$ cat src/rtl/onfi_bus_arbiter_if.sv
// Signal bundle between the command engines, the ONFI bus arbiter and the pad ring.
// The slave modport is the arbiter's view; master is the engines/pads side.
interface onfi_bus_arbiter_if #(
    parameter int NUM_REQ = 4,
    parameter int DQ_W    = 8
);
    logic [NUM_REQ-1:0]      req;
    logic [NUM_REQ-1:0]      done;
    logic [NUM_REQ-1:0]      gnt;
    logic [NUM_REQ-1:0]      eng_cle;
    logic [NUM_REQ-1:0]      eng_ale;
    logic [NUM_REQ-1:0]      eng_wen;
    logic [NUM_REQ*DQ_W-1:0] eng_dq_o;
    logic [NUM_REQ-1:0]      eng_dq_en;
    logic [NUM_REQ-1:0]      eng_dqs_en;
    logic                    onfi_cen;
    logic                    onfi_cle;
    logic                    onfi_ale;
    logic                    onfi_wen;
    logic [DQ_W-1:0]         onfi_dq_o;
    logic                    onfi_dq_en;
    logic                    onfi_dqs_en;
    logic                    busy;
    logic                    timeout_err;

    modport slave (
        input  req, done, eng_cle, eng_ale, eng_wen, eng_dq_o, eng_dq_en, eng_dqs_en,
        output gnt, onfi_cen, onfi_cle, onfi_ale, onfi_wen, onfi_dq_o, onfi_dq_en,
               onfi_dqs_en, busy, timeout_err
    );

    modport master (
        output req, done, eng_cle, eng_ale, eng_wen, eng_dq_o, eng_dq_en, eng_dqs_en,
        input  gnt, onfi_cen, onfi_cle, onfi_ale, onfi_wen, onfi_dq_o, onfi_dq_en,
               onfi_dqs_en, busy, timeout_err
    );
endinterface

$ cat src/rtl/onfi_bus_arbiter.sv
// Round-robin owner of the shared ONFI pin set: grants one command engine at a time,
// muxes its pins onto the pads, forces a CE#-high turnaround and aborts stuck owners.
//
//   state | meaning
//   IDLE  | bus free, pins idle, arbitrate among pending requests
//   OWN   | granted engine drives the pins, CE# low, hold timer running
//   TURN  | CE# high turnaround; requests wait until IDLE
module onfi_bus_arbiter #(
    parameter int NUM_REQ  = 4,
    parameter int DQ_W     = 8,
    parameter int TURN_CYC = 2,
    parameter int TIMEOUT  = 1024
) (
    input  logic                onfi_clk,
    input  logic                onfi_rst_n,
    onfi_bus_arbiter_if.slave   bus
);
    localparam int LAST_W = $clog2(NUM_REQ);
    localparam int HOLD_W = (TIMEOUT > 0) ? $clog2(TIMEOUT + 1) : 1;
    localparam logic [HOLD_W-1:0] HOLD_LAST = (TIMEOUT > 0) ? HOLD_W'(TIMEOUT - 1) : '0;
    localparam logic [HOLD_W-1:0] HOLD_MAX  = '1;
    localparam logic [3:0]        TURN_LAST = 4'(TURN_CYC - 1);
    localparam logic [LAST_W-1:0] LAST_RST  = LAST_W'(NUM_REQ - 1);

    typedef enum logic [1:0] {
        IDLE = 2'd0,
        OWN  = 2'd1,
        TURN = 2'd2
    } state_t;

    state_t              state_q, state_d;
    logic [NUM_REQ-1:0]  gnt_q, gnt_d;
    logic [LAST_W-1:0]   last_q, last_d;
    logic [HOLD_W-1:0]   hold_q, hold_d;
    logic [3:0]          turn_q, turn_d;
    logic                terr_q, terr_d;

    logic [LAST_W-1:0]   sel;
    logic                found;

    always_ff @(posedge onfi_clk or negedge onfi_rst_n) begin
        if (!onfi_rst_n) begin
            state_q <= IDLE;
            gnt_q   <= '0;
            last_q  <= LAST_RST;
            hold_q  <= '0;
            turn_q  <= '0;
            terr_q  <= 1'b0;
        end else begin
            state_q <= state_d;
            gnt_q   <= gnt_d;
            last_q  <= last_d;
            hold_q  <= hold_d;
            turn_q  <= turn_d;
            terr_q  <= terr_d;
        end
    end

    // Search starts just past the previous owner so every requester gets a turn.
    always_comb begin
        sel   = last_q;
        found = 1'b0;
        for (int k = 1; k <= NUM_REQ; k++) begin
            if (!found && bus.req[(int'(last_q) + k) % NUM_REQ]) begin
                found = 1'b1;
                sel   = LAST_W'((int'(last_q) + k) % NUM_REQ);
            end
        end
    end

    always_comb begin
        state_d = state_q;
        gnt_d   = gnt_q;
        last_d  = last_q;
        hold_d  = hold_q;
        turn_d  = turn_q;
        terr_d  = 1'b0;
        case (state_q)
            IDLE: begin
                if (found) begin
                    state_d     = OWN;
                    gnt_d       = '0;
                    gnt_d[sel]  = 1'b1;
                    last_d      = sel;
                    hold_d      = '0;
                end
            end
            OWN: begin
                // A release on the last allowed cycle wins over the abort.
                if (bus.done[last_q]) begin
                    state_d = TURN;
                    gnt_d   = '0;
                    turn_d  = '0;
                end else if ((TIMEOUT != 0) && (hold_q == HOLD_LAST)) begin
                    state_d = TURN;
                    gnt_d   = '0;
                    turn_d  = '0;
                    terr_d  = 1'b1;
                end else if (hold_q != HOLD_MAX) begin
                    hold_d  = hold_q + HOLD_W'(1);
                end
            end
            TURN: begin
                if (turn_q == TURN_LAST) begin
                    state_d = IDLE;
                end else begin
                    turn_d  = turn_q + 4'd1;
                end
            end
            default: begin
                state_d = IDLE;
                gnt_d   = '0;
            end
        endcase
    end

    always_comb begin
        bus.onfi_cen    = 1'b1;
        bus.onfi_cle    = 1'b0;
        bus.onfi_ale    = 1'b0;
        bus.onfi_wen    = 1'b1;
        bus.onfi_dq_o   = '0;
        bus.onfi_dq_en  = 1'b0;
        bus.onfi_dqs_en = 1'b0;
        if (state_q == OWN) begin
            bus.onfi_cen    = 1'b0;
            bus.onfi_cle    = bus.eng_cle[last_q];
            bus.onfi_ale    = bus.eng_ale[last_q];
            bus.onfi_wen    = bus.eng_wen[last_q];
            bus.onfi_dq_o   = bus.eng_dq_o[int'(last_q)*DQ_W +: DQ_W];
            bus.onfi_dq_en  = bus.eng_dq_en[last_q];
            bus.onfi_dqs_en = bus.eng_dqs_en[last_q];
        end
    end

    assign bus.gnt         = gnt_q;
    assign bus.busy        = (state_q != IDLE);
    assign bus.timeout_err = terr_q;

endmodule

$ cat src/flat_wrapper.sv
// flat-port wrapper written by rule: the top's interface ports become plain ports
module onfi_bus_arbiter_flat 
#(
    parameter int NUM_REQ  = 4,
    parameter int DQ_W     = 8,
    parameter int TURN_CYC = 2,
    parameter int TIMEOUT  = 1024
)
  (onfi_clk, onfi_rst_n, bus_req, bus_done, bus_eng_cle, bus_eng_ale, bus_eng_wen, bus_eng_dq_o, bus_eng_dq_en, bus_eng_dqs_en, bus_gnt, bus_onfi_cen, bus_onfi_cle, bus_onfi_ale, bus_onfi_wen, bus_onfi_dq_o, bus_onfi_dq_en, bus_onfi_dqs_en, bus_busy, bus_timeout_err);
  onfi_bus_arbiter_if #(.NUM_REQ(NUM_REQ), .DQ_W(DQ_W)) bus_i ();
  input  logic onfi_clk;
  input  logic onfi_rst_n;
  input wire logic [$bits(bus_i.req)-1:0] bus_req;
  input wire logic [$bits(bus_i.done)-1:0] bus_done;
  input wire logic [$bits(bus_i.eng_cle)-1:0] bus_eng_cle;
  input wire logic [$bits(bus_i.eng_ale)-1:0] bus_eng_ale;
  input wire logic [$bits(bus_i.eng_wen)-1:0] bus_eng_wen;
  input wire logic [$bits(bus_i.eng_dq_o)-1:0] bus_eng_dq_o;
  input wire logic [$bits(bus_i.eng_dq_en)-1:0] bus_eng_dq_en;
  input wire logic [$bits(bus_i.eng_dqs_en)-1:0] bus_eng_dqs_en;
  output wire logic [$bits(bus_i.gnt)-1:0] bus_gnt;
  output wire logic [$bits(bus_i.onfi_cen)-1:0] bus_onfi_cen;
  output wire logic [$bits(bus_i.onfi_cle)-1:0] bus_onfi_cle;
  output wire logic [$bits(bus_i.onfi_ale)-1:0] bus_onfi_ale;
  output wire logic [$bits(bus_i.onfi_wen)-1:0] bus_onfi_wen;
  output wire logic [$bits(bus_i.onfi_dq_o)-1:0] bus_onfi_dq_o;
  output wire logic [$bits(bus_i.onfi_dq_en)-1:0] bus_onfi_dq_en;
  output wire logic [$bits(bus_i.onfi_dqs_en)-1:0] bus_onfi_dqs_en;
  output wire logic [$bits(bus_i.busy)-1:0] bus_busy;
  output wire logic [$bits(bus_i.timeout_err)-1:0] bus_timeout_err;
  assign bus_i.req = bus_req;
  assign bus_i.done = bus_done;
  assign bus_i.eng_cle = bus_eng_cle;
  assign bus_i.eng_ale = bus_eng_ale;
  assign bus_i.eng_wen = bus_eng_wen;
  assign bus_i.eng_dq_o = bus_eng_dq_o;
  assign bus_i.eng_dq_en = bus_eng_dq_en;
  assign bus_i.eng_dqs_en = bus_eng_dqs_en;
  assign bus_gnt = bus_i.gnt;
  assign bus_onfi_cen = bus_i.onfi_cen;
  assign bus_onfi_cle = bus_i.onfi_cle;
  assign bus_onfi_ale = bus_i.onfi_ale;
  assign bus_onfi_wen = bus_i.onfi_wen;
  assign bus_onfi_dq_o = bus_i.onfi_dq_o;
  assign bus_onfi_dq_en = bus_i.onfi_dq_en;
  assign bus_onfi_dqs_en = bus_i.onfi_dqs_en;
  assign bus_busy = bus_i.busy;
  assign bus_timeout_err = bus_i.timeout_err;
  onfi_bus_arbiter #(.NUM_REQ(NUM_REQ), .DQ_W(DQ_W), .TURN_CYC(TURN_CYC), .TIMEOUT(TIMEOUT)) u_core (.onfi_clk(onfi_clk), .onfi_rst_n(onfi_rst_n), .bus(bus_i));
endmodule
$ cat config.mk
export PLATFORM = sky130hd
export DESIGN_NAME = onfi_bus_arbiter_flat
export DESIGN_NICKNAME = d
export VERILOG_FILES = /design/src/rtl/onfi_bus_arbiter_if.sv /design/src/rtl/onfi_bus_arbiter.sv /design/src/flat_wrapper.sv
export SDC_FILE = /design/constraint.sdc
export NUM_CORES = 1
export LEC_CHECK = 0
export ABC_CLOCK_PERIOD_IN_PS = 7100
export BUFFER_PORTS_ARGS = -buffer_cell sky130_fd_sc_hd__buf_2
export CORE_MARGIN = 1
export CORE_UTILIZATION = 49
export CTS_BUF_LIST = sky130_fd_sc_hd__clkbuf_8
export CTS_CLUSTER_DIAMETER = 200
export DETAILED_ROUTE_END_ITERATION = 10
export GPL_TIMING_DRIVEN = 1
export PLACE_DENSITY = 0.86
export SYNTH_ARGS = -nofsm -noshare
export SYNTH_HDL_FRONTEND = slang
export SYNTH_SLANG_ARGS = --single-unit
$ cat constraint.sdc
create_clock -name onfi_clk -period 7.1 [get_ports onfi_clk]
set_clock_uncertainty 0.15 [all_clocks]
set_input_delay 0.355 -clock onfi_clk [delete_from_list [all_inputs] [get_ports onfi_clk]]
set_output_delay 0.355 -clock onfi_clk [all_outputs]
set_load 0.01 [all_outputs]
==> flow_metrics.py, run 1 <==
metrics = {
    "routing": {
        "drt_iter0_drc": 72,
        "first_pass_iters": 4,
        "ant_nets": 0,
        "route.detailed.drc": 0,
        "via_per_inst": 5.64,
        "num_vias": 1613,
        "wl_per_cell_um": 14.5,
        "wl_um": 4160,
    },
    "setup_path": {
        "crit_path_start": "u_core.last_q[0]",
        "critPathMaxFanout": 19,
        "arrival_ns": 2.09,
        "r2r-start": "u_core.last_q[0]",
        "rr_worst_depth": 4,
        "cp-end-kind": "output port",
        "crit_type": "register to output port",
        "start_kind": "register",
        "required_ns": 6.59,
    },
    "synthesis": {
        "yosysWarnings": 0,
        "synth_edf_count": 0,
        "ys_seq_elements": 24,
        "synth.distinct_cells": 42,
        "ys_seq_area_share_pct": 35.8,
        "syn_nets": 229,
        "syn_area_sq_um": 1690,
        "syn_area_per_cell_sq_um": 10.3,
        "yosysMostFrequentCell": "dfrtp_1",
        "synth_area_leader_cell": "dfrtp_1",
        "synth-main-ff-cell": "dfrtp_1",
        "async_flop_share_pct": 100,
        "synth_common_cells": "22 x dfrtp_1, 15 x nand2_1, 15 x nor2b_1",
        "synth.area.top_cells": "dfrtp_1 33%, mux4_2 17%, nor2b_1 5.6%",
        "synth_top_area_share_pct": 32.6,
        "netlist_instances": 164,
    },
    "cells_and_area": {
        "area_growth_pct": 28.6,
        "multi_input_area_sq_um": 1030,
        "n_antenna_cell": 0,
        "ff_latch_area_sq_um": 603,
        "drive_above_1_share_pct": 43.0,
        "fillers": 257,
        "final_nets": 308,
    },
    "timing": {
        "layout_min_cycle_time_ns": 2.59,
        "setup_viol": 0,
        "max_slew.worst_pin.slew_ns": 0.850,
        "max_freq_mhz": 386,
        "slew_headroom_pct": 42.9,
        "final.setup.tns_ns": 0,
        "setup_ws_ns": 4.51,
        "finalMaxSlewViolations": 0,
        "finalHoldViolations": 0,
        "rsz0062_at_grt": "false",
        "finalCritPeriodShare_pct": 36.5,
    },
    "clock_tree": {
        "cts_tree": "done",
        "clk_pin_slew_ns": 0.08,
        "clock_latency_ns": 0.26,
        "cts_buffers": 3,
        "post_cts_buffers": 0,
        "cts_root_buf": "clkbuf_8",
        "cts_num_sinks": 24,
        "cts_buffer_depth": 2,
        "htreeDepth": 1,
    },
    "floorplan": {
        "fp-row-count": 20,
        "ios": 82,
        "core_sq_um": 3150,
        "initial_core_util_pct": 53.5,
        "die_width_um": 60.7,
        "die-area_sq_um": 3680,
        "die_h_um": 60.7,
    },
    "grt": {
        "overflow": 0,
        "grt_pass1_wl_um": 6420,
        "gr-usage-all-layers_pct": 23.7,
        "grt_max_degree": 25,
        "grt_pass1_vias": 1452,
        "antenna_found_initial": 0,
    },
    "min_path": {
        "min_from": "u_core.bus.gnt[2]",
        "hold_path.class": "register to register",
        "whs_path_depth": 1,
    },
    "power": {
        "cellPowerDensity_nw_per_um2": 316,
        "p_leak_uw": 0.000993,
        "ir_drop_v": 0.000163,
    },
    "place": {
        "dp_hpwl_um": 3290,
        "place_ws_ns": 4.49,
        "gp_congestion": 0.766,
        "port_buffers": 81,
    },
    "run": {
        "maxCapViolCount": 0,
    },
    "outcome": {
        "status": "finished, final reports clean",
    },
}
[final timing paths]
path	to	slack, ns
max in group asynchronous	u_core.last_q[1]	5.97
max	bus_onfi_wen	4.51
min in group asynchronous	u_core.hold_q[5]	0.45
min	u_core.bus.gnt[2]	0.35
min reg2reg	u_core.bus.gnt[2]	0.35
max reg2reg	u_core.hold_q[7]	4.52
[power breakdown]
part	internal (uW)	total (uW)	switching, uW	leakage [uW]
clock	38.6	79.2	40.6	0.0000269
combinational	192	365	173	0.000648
sequential	174	241	67.4	0.000319
total	404	686	281	0.000993
[critical path, cell delays in order (launching register included)]
cell	delay, ns
dfstp_2	0.86
mux4_2	0.56
or2_2	0.27
buf_2	0.14
[through the flow]
step | cell area [sq um] | power (uW) | std cells | util [%] | hold slack [ns]
final | 2170 | 686 | 286 | 68.8 | 0.351
after CTS | 2170 | 692 | 286 | 68.8 | 0.356
after global placement | 2110 | 605 | 281 | 67.0 | 0.214
after global routing | 2170 | 748 | 286 | 68.8 | 0.361
after floorplan | 1690 | 507 | 164 | - | -0.0906
after detailed placement | 2110 | 611 | 281 | 67.0 | 0.217
[layout by cell type, fill, tap and decap left out, types with 3 or more instances in the layout]
cell type and count:
mux2i_1 5, clkbuf_8 3, buf_2 81, o41ai_1 3, nand2_1 15, or4_1 4
nand3_1 3, nor2b_1 15, a31oi_1 3, dfrtp_1 22, mux4_2 13, ha_1 3
a21oi_1 7, o2bb2ai_1 3, nor3_1 4, o21ai_0 7, nor2_1 8, inv_1 5
nand4_1 4, nand2b_1 4
[final cells by class]
| cell class | instances | area share [%] |
|---|---|---|
| Sequential cell | 24 | 27.8 |
| Tap cell | 44 | 2.54 |
| Inverter | 4 | 0.692 |
| Clock inverter | 1 | 0.173 |
| Multi-Input combinational cell | 128 | 47.7 |
| Clock buffer | 3 | 1.90 |
| Timing Repair Buffer | 82 | 19.2 |
[state kept, by name, indices dropped and copies added (netlist names)]
register                cells
u_core.bus.gnt              4
u_core.bus.timeout_err      1
u_core.hold_q              11
u_core.last_q               2
u_core.state_q              2
u_core.turn_q               4
[routing by layer]
layer / routed length [um] / share of wire [%] / vias to the layer above / GRT usage, %
met5: 0 / 0 / - / 0
met4: 95 / 2.3 / 0 / 10.7
met3: 360 / 8.7 / 12 / 5.54
met2: 1980 / 48 / 67 / 40.5
met1: 1720 / 41 / 749 / 28.4
li1: - / - / 785 / -
[cell families (layout without fill, tap and decap cells)]
family | Yosys count | count (layout) | share of synthesized area [%]
and+or+nand+nor | 69 | 69 | 23.1
AOI/OAI and AO/OA | 36 | 36 | 14.4
DFF | 24 | 24 | 35.8
muxes | 20 | 20 | 21.7
buffers and inverters | 12 | 90 | 2.89
adders and majority gates | 3 | 3 | 2.23
[what timing repair did]
item,in CTS,in global routing
gates resized for setup,0,0
hold endpoints to repair,22,0
hold buffers,1,0
No activity file was read; power rests on OpenSTA's default activity.
==> run 2, diff against run 1 <==
ABC_CLOCK_PERIOD_IN_PS = 2500   (was 7100)
CORE_UTILIZATION = 48   (was 49)
PLACE_DENSITY = 0.85   (was 0.86)
clock period = 2.5 ns   (was 7.1 ns; I/O delays follow)
==> flow_metrics.py, run 2 (synthesis results as in run 1) <==
metrics = {
    "setup_path": {
        "worst-r2r-setup-slack_ns": 0.35,
        "r2r-end": "u_core.hold_q[6]",
        "r2r-start": "u_core.last_q[0]",
        "critPathMaxFanout": 17,
        "cp-end-kind": "output port",
        "arrival_ns": 2.04,
        "rr_worst_depth": 5,
        "required_ns": 2.23,
        "crit_type": "register to output port",
        "start_kind": "register",
    },
    "floorplan": {
        "core_sq_um": 3360,
        "fp-row-count": 21,
        "ios": 82,
        "die-area_sq_um": 3750,
        "die_h_um": 61.3,
        "die_width_um": 61.3,
        "initial_core_util_pct": 50.1,
    },
    "routing": {
        "top_layer_used": "met4",
        "first_pass_iters": 4,
        "route.detailed.drc": 0,
        "met1_length_um": 1680,
        "via_per_inst": 5.66,
        "met3_wirelength_um": 386,
        "wl_per_cell_um": 14.7,
        "wl_um": 4320,
        "wl_met2_um": 2200,
        "ant_nets": 0,
        "num_vias": 1663,
        "drt_iter0_drc": 96,
    },
    "cells_and_area": {
        "largest_register_ffs": 11,
        "final_nets": 314,
        "fin_util_pct": 66.2,
        "regMostFlops": "u_core.hold_q",
        "n_antenna_cell": 0,
        "final_cell_mix": "81 x buf_2, 22 x dfrtp_1, 15 x nor2b_1, 15 x nand2_1, 13 x mux4_2",
        "area_growth_pct": 32.0,
        "design_area_sq_um": 2230,
        "drive_above_1_share_pct": 44.8,
        "final_common_cell": "buf_2",
    },
    "timing": {
        "max_slew.worst_pin.slew_ns": 0.645,
        "rsz0062_at_grt": "false",
        "slew_headroom_pct": 57.0,
        "layout_min_cycle_time_ns": 2.32,
        "setup_viol": 0,
        "max_freq_mhz": 431,
        "final.setup.tns_ns": 0,
        "finalHoldViolations": 0,
        "finalMaxSlewViolations": 0,
        "finalCritPeriodShare_pct": 92.7,
    },
    "clock_tree": {
        "cts_num_sinks": 24,
        "htreeDepth": 1,
        "cts_buffers": 3,
        "clk_pin_slew_ns": 0.08,
        "post_cts_buffers": 0,
        "cts_tree": "done",
        "cts_root_buf": "clkbuf_8",
        "clock_latency_ns": 0.27,
        "cts_buffer_depth": 2,
    },
    "grt": {
        "grt_pass1_vias": 1448,
        "grt_max_degree": 25,
        "grt_pass1_wl_um": 6180,
        "overflow": 0,
        "antenna_found_initial": 0,
        "gr-usage-all-layers_pct": 22.5,
    },
    "power": {
        "p_leak_uw": 0.00102,
        "ir_drop_v": 0.000455,
        "cellPowerDensity_nw_per_um2": 932,
        "totalPowerFinal_uw": 2070,
    },
    "min_path": {
        "hold_path.class": "input port to async pin",
    },
    "place": {
        "gp_congestion": 0.846,
        "place_area_sq_um": 2160,
        "dp_hpwl_um": 3380,
        "port_buffers": 81,
    },
    "run": {
        "maxCapViolCount": 0,
    },
    "outcome": {
        "status": "finished, final reports clean",
    },
}
[run 2: changes by cell type in the layout (fill, tap and decap cells not counted)]
cell	delta
buf_4	+6
clkbuf_8	+1
inv_1	-1
[run 2: worst max-delay path by stage]
stage | startpoint | to | cells after the start
after floorplan | u_core.last_q[0] | u_core.hold_q[7] | 6
after global placement | u_core.last_q[0] | u_core.hold_q[4] | 5
after detailed placement | u_core.last_q[0] | u_core.hold_q[5] | 4
after CTS | u_core.last_q[0] | bus_onfi_wen | 4
after global routing | u_core.last_q[0] | bus_onfi_wen | 4
final | u_core.last_q[0] | bus_onfi_wen | 4
[run 2: layout make-up]
class	instances	area (sq um)
multi-input combinational	128	1030
inverter	4	15.0
tap	46	57.6
fill	278	1140
timing repair buffer	88	460
clock buffer	4	55.1
sequential	24	603
[run 2: stage by stage]
stage | hold WS, ns | setup slack, ns | std cells
2_1_floorplan | -0.321 | 0.269 | 164
3_3_place_gp | -0.0174 | 0.417 | 289
3_5_place_dp | -0.00897 | 0.355 | 289
4_1_cts | 0.234 | 0.161 | 294
5_1_grt | 0.260 | 0.0884 | 294
6_report | 0.216 | 0.181 | 294
[run 2: repair_timing]
item,in CTS,in global routing
hold endpoints to repair,22,0
hold buffers,1,0
gates resized for setup,0,0
[run 2: critical path, stage by stage (launching register included)]
cell and delay, ns:
dfstp_2 0.56, buf_4 0.28, mux4_2 0.52, or2_2 0.27, buf_2 0.14
[run 2: metal layers]
metal | vias to the layer above | track usage (%)
met5 | - | 0
met3 | 9 | 3.78
met2 | 70 | 40.7
li1 | 799 | -
met4 | 0 | 8.77
met1 | 785 | 26.6
[run 2: power breakdown]
part | leakage [uW] | total [uW] | internal (uW) | switching, uW
Clock | 0.0000288 | 262 | 141 | 122
Sequential | 0.000319 | 572 | 490 | 81.7
Combinational | 0.000677 | 1240 | 596 | 644
==> run 3, diff against run 2 <==
RECOVER_POWER = 100   (was not set)
==> flow_metrics.py, run 3 (synthesis results as in run 1) <==
metrics = {
    "power": {
        "totalPowerFinal_uw": 2030,
        "p_leak_uw": 0.000945,
        "ir_drop_v": 0.000455,
        "cellPowerDensity_nw_per_um2": 925,
    },
    "clock_tree": {
        "htreeDepth": 1,
        "post_cts_resized": 0,
        "post_cts_buffers": 0,
        "cts_num_sinks": 24,
        "clock_latency_ns": 0.27,
        "cts_root_buf": "clkbuf_8",
        "cts_tree": "done",
        "cts_buffers": 3,
        "cts_buffer_depth": 2,
        "clk_pin_slew_ns": 0.08,
        "postCtsHoldBufs": 1,
    },
    "timing": {
        "slew_headroom_pct": 14.5,
        "finalMaxSlewViolations": 0,
        "finalHoldViolations": 0,
        "final.setup.tns_ns": 0,
        "layout_min_cycle_time_ns": 2.33,
        "max_slew.worst_pin.slew_ns": 1.28,
        "max_freq_mhz": 429,
        "setup_viol": 0,
        "finalCritPeriodShare_pct": 93.3,
        "rsz0062_at_grt": "false",
    },
    "floorplan": {
        "ios": 82,
        "fp-row-count": 21,
        "die_h_um": 61.3,
        "die-area_sq_um": 3750,
        "core_sq_um": 3360,
        "initial_core_util_pct": 50.1,
        "die_width_um": 61.3,
    },
    "min_path": {
        "hold_end": "u_core.last_q[0]",
        "hold_path.class": "input port to register",
        "whs_path_depth": 5,
        "min_from": "bus_req[2]",
    },
    "setup_path": {
        "r2r-start": "u_core.last_q[0]",
        "arrival_ns": 2.06,
        "cp_slowest_cell": "dfstp_1",
        "cp-end-kind": "output port",
        "critPathMaxStageDelay_ns": 0.56,
        "crit_type": "register to output port",
        "critPathMaxFanout": 17,
        "required_ns": 2.23,
        "crit_family": "flip-flops",
        "critPathBufInv": 2,
        "rr_worst_depth": 5,
        "worst-r2r-setup-slack_ns": 0.30,
        "r2r-end": "u_core.hold_q[6]",
        "start_kind": "register",
        "path_cells": "buf_4, mux4_2, or2_2, clkbuf_2",
    },
    "run": {
        "maxCapViolCount": 0,
    },
    "routing": {
        "via_per_inst": 5.66,
        "ant_nets": 0,
        "wl_per_cell_um": 14.8,
        "wl_um": 4340,
        "route.detailed.drc": 0,
        "drt_iter0_drc": 94,
        "num_vias": 1665,
        "first_pass_iters": 4,
    },
    "cells_and_area": {
        "regMostFlops": "u_core.hold_q",
        "final_cell_mix": "61 x buf_2, 22 x dfrtp_1, 21 x clkbuf_1",
        "area_growth_pct": 30.1,
        "largest_register_ffs": 11,
        "ff_latch_area_sq_um": 603,
        "multi_input_area_sq_um": 1030,
        "design_area_sq_um": 2190,
        "fillers": 291,
        "final_common_cell": "buf_2",
        "final_nets": 314,
        "n_antenna_cell": 0,
        "drive_above_1_share_pct": 35.5,
    },
    "grt": {
        "gr-usage-all-layers_pct": 22.5,
        "grt_max_degree": 25,
        "grt_pass1_wl_um": 6180,
        "overflow": 0,
        "grt_pass1_vias": 1448,
        "antenna_found_initial": 0,
    },
    "place": {
        "place_area_sq_um": 2160,
        "port_buffers": 81,
        "gp_congestion": 0.846,
        "dp_hpwl_um": 3380,
    },
    "outcome": {
        "status": "finished, final reports clean",
    },
}
-- run 3: cell count changes in the layout (fill, tap and decap cells not counted), sizes merged --
| cell | delta |
|---|---|
| clkbuf | +22 |
| buf | -22 |
-- run 3: per-stage QoR --
stage	std cells	worst slack [ns]	utilization (%)	hold WS (ns)
after CTS	294	0.161	66.2	0.234
final	294	0.167	65.3	0.249
after floorplan	164	0.269	-	-0.321
after detailed placement	289	0.355	64.2	-0.00897
after global routing	294	0.0548	65.3	0.321
after global placement	289	0.417	64.2	-0.0174
-- run 3: metal layers --
layer | wire length [um] | GRT usage [%] | share of wire, %
met3 | 388 | 3.78 | 8.9
met2 | 2180 | 40.7 | 50
met1 | 1710 | 26.6 | 39
met5 | 0 | 0 | 0
met4 | 57 | 8.77 | 1.3
-- run 3: layout make-up --
cell class / count / area share (%)
Clock buffer: 4 / 2.51
Inverter: 4 / 0.684
Multi-Input combinational cell: 128 / 47.1
Sequential cell: 24 / 27.5
Tap cell: 46 / 2.62
Timing Repair Buffer: 88 / 19.6
-- run 3: power by group --
part / switching [uW] / internal, uW / leakage, uW
combinational: 647 / 550 / 0.000598
clock: 122 / 141 / 0.0000288
sequential: 82.6 / 488 / 0.000318
total: 851 / 1180 / 0.000945
-- run 3: worst max-delay path by stage --
stage	startpoint	depth (start not counted)	end
final	u_core.last_q[0]	4	bus_onfi_wen
after global routing	u_core.last_q[0]	4	bus_onfi_wen
after CTS	u_core.last_q[0]	4	bus_onfi_wen
after detailed placement	u_core.last_q[0]	4	u_core.hold_q[5]
after global placement	u_core.last_q[0]	5	u_core.hold_q[4]
after floorplan	u_core.last_q[0]	6	u_core.hold_q[7]
-- run 3: tightest hold or removal path, cell delays in order --
cell and delay [ns]:
buf_2 0.10, nor2_1 0.04, nand2_1 0.07, nand4_1 0.17, o21a_1 0.15
